===== src/rtl/alu_operand_stage.sv =====
`default_nettype none
// ============================================================================
// Module   : alu_operand_stage
// Brief    : ID/EX pipeline register with operand forwarding, immediate
//            extension and load-use hazard detection feeding the ALU.
// Revision : 1.0 - initial release
// ============================================================================
module alu_operand_stage (
    input  logic        clk,
    input  logic        rst,
    input  logic        stall,
    input  logic        flush,
    // ID-side inputs
    input  logic        id_valid,
    input  logic [4:0]  id_rs,
    input  logic [4:0]  id_rt,
    input  logic [4:0]  id_rd,
    input  logic [31:0] id_rs_val,
    input  logic [31:0] id_rt_val,
    input  logic [15:0] id_imm,
    input  logic        id_imm_sext,
    input  logic        id_alusrc,
    input  logic [3:0]  id_cmd,
    input  logic        id_regwrite,
    input  logic        id_memread,
    input  logic        id_memwrite,
    // forwarding sources
    input  logic        exm_regwrite,
    input  logic [4:0]  exm_rd,
    input  logic [31:0] exm_result,
    input  logic        wb_regwrite,
    input  logic [4:0]  wb_rd,
    input  logic [31:0] wb_result,
    // ALU side
    output logic [31:0] ex_opa,
    output logic [31:0] ex_opb,
    output logic [3:0]  ex_cmd,
    // downstream
    output logic        ex_valid,
    output logic [4:0]  ex_rd,
    output logic [31:0] ex_store_data,
    output logic        ex_regwrite,
    output logic        ex_memread,
    output logic        ex_memwrite,
    output logic        load_use_hazard
);

    localparam logic [4:0] c_reg_zero = 5'd0;

    // ID/EX register fields
    logic        valid_q;
    logic [4:0]  rs_q;
    logic [4:0]  rt_q;
    logic [4:0]  rd_q;
    logic [31:0] rs_val_q;
    logic [31:0] rt_val_q;
    logic [31:0] imm_q;
    logic        alusrc_q;
    logic [3:0]  cmd_q;
    logic        regwrite_q;
    logic        memread_q;
    logic        memwrite_q;

    logic [31:0] w_imm_ext;
    logic        w_hazard;
    logic [31:0] w_fwd_a;
    logic [31:0] w_fwd_b;

    // Immediate is widened at capture so EX never sees the 16-bit form
    assign w_imm_ext = id_imm_sext ? {{16{id_imm[15]}}, id_imm} : {16'h0000, id_imm};

    // A load sitting in EX whose destination is read by the instruction in ID
    assign w_hazard = valid_q & memread_q & (rd_q != c_reg_zero) & id_valid &
                      ((id_rs == rd_q) | (id_rt == rd_q));

    // Operand forwarding: the younger EX/MEM result beats MEM/WB; r0 never forwards
    always_comb begin
        w_fwd_a = rs_val_q;
        if (exm_regwrite && (exm_rd != c_reg_zero) && (exm_rd == rs_q)) begin
            w_fwd_a = exm_result;
        end else if (wb_regwrite && (wb_rd != c_reg_zero) && (wb_rd == rs_q)) begin
            w_fwd_a = wb_result;
        end

        w_fwd_b = rt_val_q;
        if (exm_regwrite && (exm_rd != c_reg_zero) && (exm_rd == rt_q)) begin
            w_fwd_b = exm_result;
        end else if (wb_regwrite && (wb_rd != c_reg_zero) && (wb_rd == rt_q)) begin
            w_fwd_b = wb_result;
        end
    end

    // Stage register update: reset, then bubble on flush, hold on stall,
    // bubble on load-use, otherwise capture the ID bundle
    always_ff @(posedge clk) begin
        if (rst) begin
            valid_q    <= 1'b0;
            rs_q       <= 5'd0;
            rt_q       <= 5'd0;
            rd_q       <= 5'd0;
            rs_val_q   <= 32'd0;
            rt_val_q   <= 32'd0;
            imm_q      <= 32'd0;
            alusrc_q   <= 1'b0;
            cmd_q      <= 4'd0;
            regwrite_q <= 1'b0;
            memread_q  <= 1'b0;
            memwrite_q <= 1'b0;
        end else if (flush || (!stall && w_hazard)) begin
            // Data fields are left as-is; nothing downstream uses them once valid drops
            valid_q    <= 1'b0;
            rd_q       <= 5'd0;
            cmd_q      <= 4'd0;
            regwrite_q <= 1'b0;
            memread_q  <= 1'b0;
            memwrite_q <= 1'b0;
        end else if (!stall) begin
            valid_q    <= id_valid;
            rs_q       <= id_rs;
            rt_q       <= id_rt;
            rd_q       <= id_rd;
            rs_val_q   <= id_rs_val;
            rt_val_q   <= id_rt_val;
            imm_q      <= w_imm_ext;
            alusrc_q   <= id_alusrc;
            cmd_q      <= id_cmd;
            regwrite_q <= id_regwrite;
            memread_q  <= id_memread;
            memwrite_q <= id_memwrite;
        end
    end

    assign ex_opa          = w_fwd_a;
    assign ex_opb          = alusrc_q ? imm_q : w_fwd_b;
    assign ex_store_data   = w_fwd_b;
    assign ex_cmd          = cmd_q;
    assign ex_valid        = valid_q;
    assign ex_rd           = rd_q;
    assign ex_regwrite     = regwrite_q;
    assign ex_memread      = memread_q;
    assign ex_memwrite     = memwrite_q;
    assign load_use_hazard = w_hazard;

endmodule
`default_nettype wire


===== config.mk =====
export PLATFORM = sky130hd
export DESIGN_NAME = alu_operand_stage
export DESIGN_NICKNAME = d
export VERILOG_FILES = /design/src/rtl/alu_operand_stage.sv
export SDC_FILE = /design/constraint.sdc
export NUM_CORES = 1
export LEC_CHECK = 0
export CELL_PAD_IN_SITES_DETAIL_PLACEMENT = 0
export CELL_PAD_IN_SITES_GLOBAL_PLACEMENT = 1
export CORE_ASPECT_RATIO = 1.2
export CORE_MARGIN = 5
export CORE_UTILIZATION = 32
export DETAILED_ROUTE_END_ITERATION = 8
export GPL_TIMING_DRIVEN = 0
export PLACE_DENSITY = 0.85
export SLEW_MARGIN = 15
export SYNTH_ARGS = -nofsm -noshare
export SYNTH_HDL_FRONTEND = slang
export SYNTH_SLANG_ARGS = --single-unit

===== constraint.sdc =====
create_clock -name clk -period 2.2 [get_ports clk]
set_clock_uncertainty 0.2 [all_clocks]
set_input_delay 0.22 -clock clk [delete_from_list [all_inputs] [get_ports clk]]
set_output_delay 0.22 -clock clk [all_outputs]
set_load 0.02 [all_outputs]

==> flow_summary_export.csv <==
group,metric,value,unit
setup_path,rrSetupSlack,-40,ps
synth,synth-main-ff-cell,"dfxtp_1",
grt,grt_pass1_vias,10400,
finish,drive_above_1_share,40.6,%
sta,slew_headroom,19.5,%
floorplanning,die_height,183,um
clocking,tritoncts,"yes",
synth,yosysUniqueCellTypes,43,
clocking,clock_path_buffers,2,
hold_path,whs_path_depth,2,
clocking,htree_levels,3,
sta,worst_slew_pin_slew,1210,ps
synth,yosysTopAreaCellShare,26.5,%
placement,place_ws,-1630,ps
synth,synthesis.area,7940,um^2
sta,hold_viol,0,
clocking,clk_pin_slew,80,ps
setup_path,path_class,"reg2out",
power,p_per_area,459,nW/um^2
power,p_int,0.00433,W
placement,dp_cells,1646,
floorplanning,num_io_pins,295,
sta,period_minus_slack,2730,ps
setup_path,cp-start-kind,"flip-flop",
synth,ys_seq_area_share,26.5,%
synth,async_flop_share,0,%
routing,drtAntennaViolNets,0,
synth,synth-edff-count,0,
sta,fmax,366,MHz
clocking,cts_root_buf,"clkbuf_16",
job,max_cap_violations,0,
synth,yosysTopAreaCell,"dfxtp_1",
grt,antenna_found_initial,1,
hold_path,holdCritStartpoint,"id_rd[4]",
floorplanning,dieWidth,154,um
floorplanning,rows,63,
setup_path,reg2reg_depth,7,
synth,yosys_register_bits,105,
placement,portBuffers,294,
power,ir_drop,0.421,mV
finish,fin_cells,1734,
finish,fill_cells,2053,
setup_path,rr_startpoint,"ex_rd[3]$_SDFFE_PP0N_",
power,swShare,37.8,%
routing,avgViaCountPerCell,6.23,
routing,drc,0,
synth,synthCells,1027,
floorplanning,die-area,28100,um^2
setup_path,critical_path.slowest_cell,"o211a_4",
clocking,clk_latency,370,ps
placement,dp_hpwl,32.6,mm
sta,fin_ws,-530,ps
setup_path,worst_setup_path_end_kind,"primary output",
floorplanning,core-area,24600,um^2
power,p_seq_share,32.9,%
setup_path,r2r_end,"ex_rd[2]$_SDFFE_PP0N_",
routing,drt-pass1-iter-count,6,
setup_path,path_max_fanout,8,
finish,area_growth,90.9,%
outcome,violations,"setup timing",
floorplanning,start_util,32.3,%
synth,synth_most_common_cell,"nand2_1",
sta,rsz0062_at_grt,"yes",
routing,drt_iter0_drc,1296,
setup_path,cp.required,1780,ps
clocking,cts.sinks,105,
placement,finalWeightedCongestion,0.938,
routing,vias,10800,
sta,setup_viol,111,
hold_path,hp-class,"in2reg",
setup_path,crit_path_max_incr_delay,400,ps
grt,grt_pass1_wl,64.2,mm
synth,syn_nets,1212,
synth,yosys_warnings,0,
setup_path,cp_cell_sequence,"xnor2_4 > o211a_4 > nand2_8 > buf_12 > a211oi_4 > o31ai_4 > buf_6",
sta,drv_slew,0,
grt,overflow,0,
synth,synthTopCellsByCount,"190 x nand2_1, 105 x dfxtp_1, 92 x nor3b_1",
power,p_sw,0.00263,W
routing,wirelength,45.8,mm
finish,finalNetCount,1588,
grt,grt_util_all_layers,29.6,%
power,comb_power_share,42.9,%
outcome,outcome,"finished, violations left",
sta,finalCritPeriodShare,124,%
grt,grt_max_degree,20,
finish,final_util,61.7,%
clocking,cts_buffers,9,
setup_path,worstPathArrival,2310,ps
synth,avgSynthCellArea,7.73,um^2
power,pwr-share-clk,24.3,%
routing,wl_per_cell,26.4,um
power,p_leak,5.18,nW
synth,synth_area_leaders,"dfxtp_1 26%, a32oi_1 10%, o311ai_0 10%",
hold_path,hold_end,"ex_rd[4]$_SDFFE_PP0N_",
==> metal layers <==
layer / routed length, um / GRT usage, % / up-vias
met5: 0 / 0 / -
met2: 21300 / 48.7 / 758
met3: 4410 / 7.35 / 139
met4: 2870 / 15.2 / 0
met1: 17200 / 35.7 / 5193
li1: - / - / 4705
==> how the worst max path moves through the flow <==
stage | start | to | depth (start not counted)
2_1_floorplan | wb_rd[1] | ex_opb[0] | 6
3_3_place_gp | wb_rd[2] | ex_opa[14] | 8
3_5_place_dp | wb_rd[2] | ex_opa[14] | 8
4_1_cts | rs_q[3]$_SDFFE_PP0P_ | ex_opa[3] | 9
5_1_grt | rt_q[4]$_SDFFE_PP0P_ | ex_opb[3] | 8
6_report | rt_q[3]$_SDFFE_PP0P_ | ex_opb[19] | 7
==> flip-flops by register name, summed over array words and instances, names as in the netlist <==
register and flops:
rt_q 5, ex_regwrite 1, alusrc_q 1, imm_q 17, rt_val_q 32, ex_memread 1
ex_cmd 4, ex_valid 1, rs_val_q 32, ex_memwrite 1, rs_q 5, ex_rd 5
==> layout by cell type (no fill, tap or decap), types with 12 or more instances in the layout <==
| master | netlist | layout |
|---|---|---|
| buf_4 | 3 | 59 |
| o31ai_4 | 0 | 19 |
| a211oi_4 | 0 | 19 |
| nor3b_1 | 92 | 63 |
| a32oi_1 | 91 | 88 |
| o311ai_1 | 0 | 49 |
| nor2_2 | 0 | 19 |
| xnor2_2 | 0 | 13 |
| buf_8 | 0 | 17 |
| mux2i_2 | 0 | 12 |
| a31oi_4 | 0 | 12 |
| clkbuf_1 | 86 | 27 |
| a22o_1 | 13 | 13 |
| nand2_1 | 190 | 190 |
| nor2_4 | 0 | 34 |
| clkdlybuf4s50_1 | 0 | 187 |
| dfxtp_1 | 105 | 91 |
| buf_6 | 1 | 105 |
| a21oi_2 | 0 | 19 |
| nor2_1 | 77 | 24 |
| nor3b_2 | 0 | 29 |
| clkbuf_16 | 0 | 14 |
| o311ai_0 | 91 | 42 |
| buf_12 | 0 | 29 |
| dfxtp_4 | 0 | 12 |
| clkbuf_2 | 0 | 32 |
| mux2i_4 | 0 | 19 |
| nand3_1 | 16 | 15 |
==> metrics by stage <==
step,hold WS (ps),TNS (ps),instance area [um^2],total power [W]
after CTS,232,-40260,13900,0.00658
after global routing,247,-45820,15200,0.00716
final,249,-37550,15200,0.00696
after detailed placement,259,-206390,11800,0.00463
after floorplan,153,-2360,8410,0.00341
after global placement,254,-207130,11800,0.00460
==> critical path, delay by kind of cell, from the launching register on <==
kind	cells	cell delay (ps)
simple gates	1	140
buf+inv	2	350
flops	1	390
compound gates	3	870
xor+xnor	1	170
==> logic make-up after synthesis <==
| kind of cell | after synthesis | share of synthesized area, % |
|---|---|---|
| compound gates | 307 | 32.4 |
| flops | 105 | 26.5 |
| xor+xnor | 30 | 3.31 |
| buf+inv | 128 | 6.71 |
| mux | 44 | 5.73 |
| simple gates | 413 | 25.4 |
==> area by class of cell <==
| cell class | instances | area [um^2] | share of cell area (%) |
|---|---|---|---|
| flip-flops and latches | 105 | 2150 | 14.2 |
| repair buffers | 367 | 3950 | 26.0 |
| clock inverters | 7 | 60.1 | 0.396 |
| multi-input cells | 794 | 7250 | 47.8 |
| clock buffers | 9 | 225 | 1.49 |
| diodes | 1 | 2.50 | 0.0165 |
| well taps | 325 | 407 | 2.68 |
| inverters | 2 | 15.0 | 0.0990 |
| plain buffers | 124 | 1100 | 7.28 |
==> repair_timing <==
item	CTS	global route
gates cloned	9	5
hold buffers	0	0
pin swaps	71	119
resized for setup	931	349
setup buffers	42	22
endpoints found under the setup margin	202	202
==> power groups by stage <==
stage,Sequential [W],Combinational [W],Clock [W]
finish,0.00229,0.00298,0.00169
detailed placement,0.00228,0.00234,0
CTS,0.00226,0.00264,0.00168
floorplan,0.00220,0.00121,0
global placement,0.00228,0.00232,0
global route,0.00229,0.00310,0.00176
Power figures use the tool's default switching activity.
